[config.mk]
export PLATFORM = sky130hd
export DESIGN_NAME = pc_seq_ctrl
export DESIGN_NICKNAME = d
export VERILOG_FILES = /design/src/rtl/core_pkg.sv /design/src/rtl/redir_buf.sv /design/src/rtl/pc_seq_ctrl.sv
export SDC_FILE = /design/constraint.sdc
export NUM_CORES = 1
export LEC_CHECK = 0
export ABC_CLOCK_PERIOD_IN_PS = 4500
export CORE_ASPECT_RATIO = 0.5
export CORE_MARGIN = 5
export CORE_UTILIZATION = 30
export CTS_BUF_LIST = sky130_fd_sc_hd__clkbuf_2
export CTS_CLUSTER_DIAMETER = 100
export DETAILED_ROUTE_END_ITERATION = 12
export GPL_TIMING_DRIVEN = 0
export PLACE_DENSITY_LB_ADDON = 0.1
export SYNTH_ARGS = -nofsm -noshare
export SYNTH_HDL_FRONTEND = slang
export SYNTH_HIERARCHICAL = 1
export SYNTH_SLANG_ARGS = --single-unit
[constraint.sdc]
create_clock -name clk -period 4.5 [get_ports clk]
set_clock_uncertainty 0.2 [all_clocks]
set_input_delay 0.9 -clock clk [delete_from_list [all_inputs] [get_ports clk]]
set_output_delay 0.9 -clock clk [all_outputs]
set_load 0.005 [all_outputs]
[src/rtl/core_pkg.sv]
// core_pkg
// Shared types and constants for the fetch-stage next-PC sequencer.
//   pcs_state_e  : sequencer state (RUN, SLEEP, WAKE)
//   redir_kind_e : redirect source; the numeric ordering is the priority
//                  ordering, so kinds are compared with >= directly.
//   PC_STEP      : sequential fetch increment in bytes.
package core_pkg;

  typedef enum logic [1:0] {
    RUN   = 2'd0,
    SLEEP = 2'd1,
    WAKE  = 2'd2
  } pcs_state_e;

  typedef enum logic [1:0] {
    R_NONE = 2'd0,
    R_BR   = 2'd1,
    R_MRET = 2'd2,
    R_TRAP = 2'd3
  } redir_kind_e;

  localparam logic [31:0] PC_STEP = 32'd4;

endpackage

[src/rtl/redir_buf.sv]
// redir_buf
// Pending-redirect register. Holds the highest-priority redirect seen while
// fetch is frozen so it can be applied on the first unfrozen cycle.
// Ports:
//   clk, rst       : clock, asynchronous active-low reset
//   cap            : capture window (fetch frozen in RUN)
//   clr            : drop the held redirect (it is being applied)
//   cand_kind/tgt  : this cycle's winning redirect candidate
//   valid/kind/target : buffered redirect
module redir_buf
  import core_pkg::*;
(
  input  logic        clk,
  input  logic        rst,
  input  logic        cap,
  input  logic        clr,
  input  redir_kind_e cand_kind,
  input  logic [31:0] cand_tgt,
  output logic        valid,
  output redir_kind_e kind,
  output logic [31:0] target
);

  logic        valid_reg;
  redir_kind_e kind_reg;
  logic [31:0] target_reg;
  logic        take;

  // Equal priority overwrites: the newer redirect of the same kind is the
  // one the pipeline actually asked for last.
  assign take = cap && (cand_kind != R_NONE) &&
                (!valid_reg || (cand_kind >= kind_reg));

  always_ff @(posedge clk or negedge rst) begin
    if (!rst) begin
      valid_reg  <= 1'b0;
      kind_reg   <= R_NONE;
      target_reg <= '0;
    end else if (clr) begin
      valid_reg  <= 1'b0;
      kind_reg   <= R_NONE;
    end else if (take) begin
      valid_reg  <= 1'b1;
      kind_reg   <= cand_kind;
      target_reg <= cand_tgt;
    end
  end

  assign valid  = valid_reg;
  assign kind   = kind_reg;
  assign target = target_reg;

endmodule

[src/rtl/pc_seq_ctrl.sv]
// pc_seq_ctrl
// Next-PC sequencer in front of the program-counter register. Resolves
// redirect priority (trap > mret > branch > sequential), buffers redirects
// raised while fetch is frozen, and runs the WFI sleep/wake machine.
// Ports:
//   clk, rst                 : clock, asynchronous active-low reset
//   pc_cur                   : current PC register value
//   stall, waiting           : freeze sources (hazard, imem busy)
//   br_taken/br_target       : taken branch/jump
//   trap_req/trap_vec        : trap entry
//   mret_req/mepc            : trap return
//   wfi_exec                 : WFI retiring
//   sen_pulse, irq_en        : wake event and interrupt enable
//   pc_next, pc_we           : PC register data / load enable
//   flush                    : kill IF/ID
//   sleeping, wake_trap      : sleep status, CSR interrupt-entry strobe
//   sleep_cnt                : saturating count of cycles spent asleep
module pc_seq_ctrl
  import core_pkg::*;
#(
  parameter logic [31:0] RESET_PC = 32'h0000_0000,
  parameter int          CNT_W    = 32
) (
  input  logic             clk,
  input  logic             rst,
  input  logic [31:0]      pc_cur,
  input  logic             stall,
  input  logic             waiting,
  input  logic             br_taken,
  input  logic [31:0]      br_target,
  input  logic             trap_req,
  input  logic [31:0]      trap_vec,
  input  logic             mret_req,
  input  logic [31:0]      mepc,
  input  logic             wfi_exec,
  input  logic             sen_pulse,
  input  logic             irq_en,
  output logic [31:0]      pc_next,
  output logic             pc_we,
  output logic             flush,
  output logic             sleeping,
  output logic             wake_trap,
  output logic [CNT_W-1:0] sleep_cnt
);

  pcs_state_e       state_reg, state_next;
  logic [CNT_W-1:0] sleep_cnt_reg;

  logic        frz;
  redir_kind_e cand_kind;
  logic [31:0] cand_tgt;
  logic        buf_cap, buf_clr;
  logic        buf_valid;
  redir_kind_e buf_kind;
  logic [31:0] buf_target;
  logic        use_buf;

  assign frz = stall | waiting;

  // Candidate select: later assignments override earlier ones, giving
  // trap > mret > branch.
  always_comb begin
    cand_kind = R_NONE;
    cand_tgt  = br_target;
    if (br_taken) begin
      cand_kind = R_BR;
      cand_tgt  = br_target;
    end
    if (mret_req) begin
      cand_kind = R_MRET;
      cand_tgt  = mepc;
    end
    if (trap_req) begin
      cand_kind = R_TRAP;
      cand_tgt  = trap_vec;
    end
  end

  redir_buf u_redir_buf (
    .clk       (clk),
    .rst       (rst),
    .cap       (buf_cap),
    .clr       (buf_clr),
    .cand_kind (cand_kind),
    .cand_tgt  (cand_tgt),
    .valid     (buf_valid),
    .kind      (buf_kind),
    .target    (buf_target)
  );

  // Buffered redirect wins ties against a fresh one of the same kind.
  assign use_buf = buf_valid && (buf_kind >= cand_kind);

  always_comb begin
    state_next = state_reg;
    pc_next    = pc_cur + PC_STEP;
    pc_we      = 1'b0;
    flush      = 1'b0;
    sleeping   = 1'b0;
    wake_trap  = 1'b0;
    buf_cap    = 1'b0;
    buf_clr    = 1'b0;
    unique case (state_reg)
      RUN: begin
        if (frz) begin
          // WFI under freeze is dropped; upstream presents it again.
          buf_cap = 1'b1;
        end else if (buf_valid || (cand_kind != R_NONE)) begin
          pc_we   = 1'b1;
          flush   = 1'b1;
          buf_clr = 1'b1;
          pc_next = use_buf ? buf_target : cand_tgt;
        end else begin
          pc_we = 1'b1;
          if (wfi_exec) begin
            state_next = sen_pulse ? WAKE : SLEEP;
          end
        end
      end
      SLEEP: begin
        sleeping = 1'b1;
        if (sen_pulse) begin
          state_next = WAKE;
        end
      end
      WAKE: begin
        // Instruction memory is idle after sleep, so waiting is not honoured.
        pc_we      = 1'b1;
        flush      = 1'b1;
        state_next = RUN;
        if (irq_en) begin
          pc_next   = trap_vec;
          wake_trap = 1'b1;
        end else begin
          // pc_cur already points past the WFI.
          pc_next = pc_cur;
        end
      end
      default: begin
        state_next = RUN;
      end
    endcase
    // Outputs must drop as soon as reset asserts, not at the next edge.
    if (!rst) begin
      pc_next   = RESET_PC;
      pc_we     = 1'b0;
      flush     = 1'b0;
      sleeping  = 1'b0;
      wake_trap = 1'b0;
    end
  end

  always_ff @(posedge clk or negedge rst) begin
    if (!rst) begin
      state_reg <= RUN;
    end else begin
      state_reg <= state_next;
    end
  end

  always_ff @(posedge clk or negedge rst) begin
    if (!rst) begin
      sleep_cnt_reg <= '0;
    end else if ((state_reg == SLEEP) && (sleep_cnt_reg != {CNT_W{1'b1}})) begin
      sleep_cnt_reg <= sleep_cnt_reg + 1'b1;
    end
  end

  assign sleep_cnt = sleep_cnt_reg;

endmodule
# After elaboration in Yosys (flattened, before gate mapping)
# Cells that the tools add are included.
[op_classes] reduce_logical=12 bitwise_logic=2 add_sub_neg=2 shift=0 mul=0 div_mod_pow=0 order_cmp=2 n_mux=36 eq_ne=7
[ops] op="2-to-1 mux 32 bit" n=7
[ops] op="case mux 32 bit (2 select lines)" n=1
[ops] op="adder 32 x 1 -> 32 bit (second input constant)" n=1
[ops] op="adder 32 x 3 -> 32 bit (second input constant)" n=1
[ops] op="!= test 32 bit (second input constant)" n=1
[ops] op="2-to-1 mux 2 bit" n=9
[ops] op="2-to-1 mux 1 bit" n=16
[ops] op="!= test 2 bit (second input constant)" n=4
[ops] op=">= comparator 2 bit" n=2
[ops] op="logical AND 1 bit" n=4
[ops] op="case mux 1 bit (2 select lines)" n=2
[ops] op="case mux 2 bit (2 select lines)" n=1
[ops] op="AND reduction 4 bit" n=1
[ops] op="nonzero test 2 bit" n=2
[ops] op="== test 2 x 1 -> 1 bit (second input constant)" n=1
[ops] op="== test 2 bit (second input constant)" n=1
[ops] op="logical NOT 2 bit" n=1
[ops] op="logical OR 1 bit" n=2
[ops] op="AND reduction 2 bit" n=1
[ops] op="logical NOT 1 bit" n=1
[ops] op="NOT 1 bit" n=1
[ops] op="bitwise OR 1 bit" n=1
[totals] mem_count=0 romBits=0 word_cells=66 in_bits=138 output_inout_bits=68 ram_bits=0 latch_bits=0 reg_bits=69

# Logic depth before layout (Yosys ltp)
[depth] ltp_word=10 ltp_mapped=11 depth_no_buf=8

# Modules after synthesis
# The synthesis kept the hierarchy.
[by_module_without_submodules] mod="pc_seq_ctrl" seq_area_each_um2=850.8 cells_per_inst=565 area_per_inst_um2=4286.6 instances=1
[by_module_without_submodules] mod="redir_buf" seq_area_each_um2=875.8 cells_per_inst=87 area_per_inst_um2=1560.2 instances=1

# Worst setup path before layout
# OpenSTA, ideal clock, no wires.
[synth_timing] path_kind="input to output" startpoint="in mret_req" endpoint="out pc_next[15]" path_stages=11 arrival_time_ns=3.156 setup_slack_ns=0.244 required_ns=3.400 n_path_buf=3 path_cell_list="clkbuf_1 buf_2 or2_2 inv_1 ha_1 nor2b_1 a221o_1 nand2_1 buf_2 mux2i_1 a221oi_1"
[synth_between] elab_chain_cells=9 word_cells_on_any_way=13 cone_classes="order compare: 1; mux: 9; reduce/logical: 3"
[synth_rtl] item="start: declaration" line_no="pc_seq_ctrl.sv:33" source="input logic mret_req,"
[synth_rtl] item="2-to-1 mux 2 bit (*)" line_no="pc_seq_ctrl.sv:69" source="if (mret_req) begin"
[synth_rtl] item="2-to-1 mux 2 bit (*)" line_no="pc_seq_ctrl.sv:73" source="if (trap_req) begin"
[synth_rtl] item="via cand_kind[1]" line_no="pc_seq_ctrl.sv:50" source="redir_kind_e cand_kind;"
[synth_rtl] item=">= comparator 2 bit" line_no="pc_seq_ctrl.sv:92" source="assign use_buf = buf_valid && (buf_kind >= cand_kind);"
[synth_rtl] item="logical AND 1 bit" line_no="pc_seq_ctrl.sv:92"
[synth_rtl] item="2-to-1 mux 32 bit" line_no="pc_seq_ctrl.sv:112" source="pc_next = use_buf ? buf_target : cand_tgt;"
[synth_rtl] item="2-to-1 mux 32 bit (*)" line_no="pc_seq_ctrl.sv:108" source="end else if (buf_valid || (cand_kind != R_NONE)) begin"
[synth_rtl] item="2-to-1 mux 32 bit (*)" line_no="pc_seq_ctrl.sv:105" source="if (frz) begin"
[synth_rtl] item="case mux 32 bit (2 select lines) (*)" line_no="pc_seq_ctrl.sv:103" source="unique case (state_reg)"
[synth_rtl] item="2-to-1 mux 32 bit (*)" line_no="pc_seq_ctrl.sv:144" source="if (!rst) begin"
[synth_rtl] item="end: declaration" line_no="pc_seq_ctrl.sv:38" source="output logic [31:0] pc_next,"
# Mark *: on every way through the listed nets, which the timed path passes. The rest lies on a longest branch.

# Worst setup path after layout
[layout_timing] startpoint="in pc_cur[17]" endpoint="out pc_next[31]"
[layout_between] elab_chain_cells=5
[layout_rtl] item="start: declaration" line_no="pc_seq_ctrl.sv:26" source="input logic [31:0] pc_cur,"
[layout_rtl] item="adder 32 x 3 -> 32 bit (*)" line_no="pc_seq_ctrl.sv:96" source="pc_next = pc_cur + PC_STEP;"
[layout_rtl] item="2-to-1 mux 32 bit" line_no="pc_seq_ctrl.sv:108"
[layout_rtl] item="2-to-1 mux 32 bit" line_no="pc_seq_ctrl.sv:105"
[layout_rtl] item="case mux 32 bit (2 select lines) (*)" line_no="pc_seq_ctrl.sv:103"
[layout_rtl] item="2-to-1 mux 32 bit (*)" line_no="pc_seq_ctrl.sv:144"
# Mark *: on every way between the ends. The rest lies on a longest branch, timed or not.

==> metrics.md <==
| Metric | Value |
|---|---|
| Status | `finished clean` |
| Mapped Cells | `652` |
| Post-synth ARST share | `1.00` |
| DP Worst Slack | `-1.90 ns` |
| Initial DRC count | `292` |
| CP peak stage delay | `0.63 ns` |
| Nets | `1,020` |
| Crit path depth | `8` |
| Worst path top cell family by delay | `simple AND/OR/NAND/NOR gates` |
| EDFF count, synth | `0` |
| FMAX | `230 MHz` |
| Setup crit end kind | `output port` |
| WL final | `22.9 mm` |
| Rows | `36` |
| DRC errors left | `0` |
| Commonest cells in the synthesized netlist | `89 x nand2_1, 69 x dfrtp_1, 62 x o21ai_0` |
| CP Class | `in2out` |
| Max_cap viols | `0` |
| Synth area leaders | `dfrtp_1 30%, mux2_4 7.7%, mux2i_1 7.2%` |
| IO Pins | `206` |
| Vias in the first global route | `6,040` |
| Syn nets | `795` |
| Sequential fraction of the synthesis area | `0.295` |
| Share of the synthesized area in the top cell type | `0.295` |
| Final Hold Violating Endpoints | `0` |
| Leakage | `3.55 nW` |
| Skew-Pair Late Insertion Delay | `0.58 ns` |
| Worst setup margin | `0.160 ns` |
| Arrival @ worst endpoint | `3.24 ns` |
| CTS H-tree depth | `3` |
| Synth warn | `6` |
| Clock Sinks | `69` |
| CTS Buf Count | `9` |
| Setup crit start | `pc_cur[17]` |
| Share of cells above drive strength 1 | `0.184` |
| Worst path bufs/invs | `3` |
| Core Util, Final | `0.446` |
| Area grow syn2layout | `47.5%` |
| Period utilisation layout | `0.965` |
| Slew HR | `0.486` |
| Core area | `19,300 sq um` |
| Final Slew Violations | `0` |
| Synth Register Bits | `69` |
| Worst Path Max Fanout | `8` |
| Clock transition at path regs | `0.22 ns` |
| Overflow after GRT | `0` |
| DR vias | `5,938` |
| Syn Area/Cell | `8.97 sq um` |
| Initial Utilization | `0.303` |
| Yosys cell types | `61` |
| CTS Root Cell | `clkbuf_2` |
| Final antenna-violating net count | `0` |
| IO Port Bufs | `204` |
| GP Congestion | `0.835` |
| Via density per instance | `5.17` |
| Clock tree buffer depth | `2` |
| Die Y-Extent | `109 um` |
| Post-Syn Area | `5850 sq um` |
| Flop2flop setup slack | `1.82 ns` |
| Final std cells w/o fill | `1,149` |
| Final setup vio count | `0` |
| Hold buffer count at cts | `0` |
| Largest net degree at the start of global routing | `39` |
| Worst r2r src | `u_redir_buf/valid$_DFFE_PN0P_` |
| PwrDens | `246 nW/um^2` |
| Dpl cells | `1,123` |
| 1st-pass router iterations | `4` |
| Worst path slowest cell | `clkdlybuf4s50_1` |
| Worst Reg-to-Reg Cells | `7` |
| First-pass GRT wire length | `34.7 mm` |
| Worst path cell trace | `clkdlybuf4s50_1, nand4_4, or4_4, buf_6, nor4_4, xnor2_1, a211oi_2, buf_2` |
| CP Launch Type | `input pin` |
| Die area | `22,600 sq um` |
| CTS tree | `done` |
| VDD IR-drop max | `0.121 mV` |
| GRT Total Usage | `0.198` |
| Fin crit period | `4.34 ns` |
| Dominant cell by count in the synthesized netlist | `nand2_1` |
| Yosys top cell by area | `dfrtp_1` |
| DP HPWL | `17.6 mm` |
| Initial antenna violation count | `1` |
| Reg-to-reg critical path endpoint | `u_redir_buf/target[29]$_DFFE_PN0P_` |
| DIE WIDTH | `207 um` |
| Hold Crit Class | `in2async` |
| Worst-Margin Slew | `0.768 ns` |
| WL/cell | `19.9 um` |
| Top FF cell, synth | `dfrtp_1` |
| Required @ worst endpoint | `3.40 ns` |
==> how the worst max path moves through the flow <==
stage | to | slack [ns]
global route | pc_next[1] | -0.01
global placement | pc_next[30] | -2.77
CTS | pc_next[1] | 0.003
finish | pc_next[31] | 0.16
floorplan | pc_next[15] | 0.24
detailed placement | pc_next[27] | -1.90
==> worst register-to-register path, cell delays in order (launching register included) <==
cell and delay [ns]:
dfrtp_1 0.60, nor4_4 0.12, nor4b_4 0.50, clkbuf_2 0.47
nor2_4 0.10, nand2_8 0.13, buf_12 0.17, mux2_4 0.32
==> placed cells by master, fill, tap and decap left out, drive strengths merged, types with 4 or more instances in the layout <==
| cell type | Yosys | layout |
|---|---|---|
| mux2 | 56 | 56 |
| buf | 15 | 39 |
| dfrtp | 69 | 69 |
| nor3b | 6 | 6 |
| nand4 | 15 | 15 |
| mux2i | 42 | 42 |
| nor4 | 14 | 14 |
| o22ai | 12 | 12 |
| dlygate4sd2 | 0 | 13 |
| a21oi | 7 | 7 |
| nor2 | 20 | 20 |
| clkdlybuf4s50 | 0 | 170 |
| xor2 | 15 | 15 |
| a31oi | 16 | 16 |
| xnor2 | 36 | 36 |
| nand2b | 7 | 7 |
| ha | 5 | 5 |
| nor2b | 8 | 8 |
| nand2 | 90 | 90 |
| a221oi | 7 | 7 |
| o221ai | 9 | 9 |
| o21ai | 64 | 64 |
| and2 | 5 | 5 |
| nor3 | 19 | 19 |
| inv | 14 | 14 |
| a211oi | 13 | 13 |
| and4 | 8 | 8 |
| clkbuf | 25 | 39 |
| and3 | 4 | 4 |
| nand3 | 28 | 28 |
==> power breakdown <==
group	internal (W)	switching [W]
clock network	0.000185	0.000267
registers	0.000726	0.0000691
logic	0.000493	0.000386
==> metal layers <==
metal / vias to the layer above / track usage / wire length [um]
li1: 2860 / - / -
met1: 2907 / 0.263 / 10600
met2: 152 / 0.339 / 10900
met3: 19 / 0.0454 / 1060
met4: 0 / 0.0344 / 289
met5: - / 0 / 0
==> through the flow <==
stage / hold WS (ns) / setup TNS [ns] / total power [W] / instance area, sq um
finish: 0.0562 / 0 / 0.00212 / 8630
global route: 0.00510 / -0.0245 / 0.00225 / 8630
CTS: 0.00283 / 0 / 0.00214 / 8610
detailed placement: 0.271 / -51.93 / 0.00161 / 8240
global placement: 0.273 / -119.57 / 0.00161 / 8220
floorplan: 0.264 / 0 / 0.00126 / 5850
==> logic make-up after synthesis <==
| group | synth area share |
|---|---|
| AO/OA/AOI/OAI | 0.154 |
| XOR/XNOR | 0.0764 |
| flip-flops | 0.295 |
| AND/OR/NAND/NOR | 0.218 |
| adder cells (fa/ha/maj) | 0.0107 |
| multiplexers | 0.199 |
| buffers and inverters | 0.0460 |
==> area by class of cell <==
cell class / count / area, sq um
multi-input cells: 529 / 4030
well taps: 266 / 333
repair buffers: 216 / 2070
fillers: 1960 / 10700
plain buffers: 38 / 275
flip-flops and latches: 69 / 1730
inverters: 14 / 52.6
diodes: 1 / 2.50
clock buffers: 10 / 50.0
clock inverters: 6 / 87.6
==> timing repair <==
action	4_1_cts	5_1_grt
buffers inserted	9	1
gates resized for setup	123	28
gates cloned	1	0
pin swaps	12	7
endpoints found under the setup margin	32	26
(Power assumes the default switching activity.)
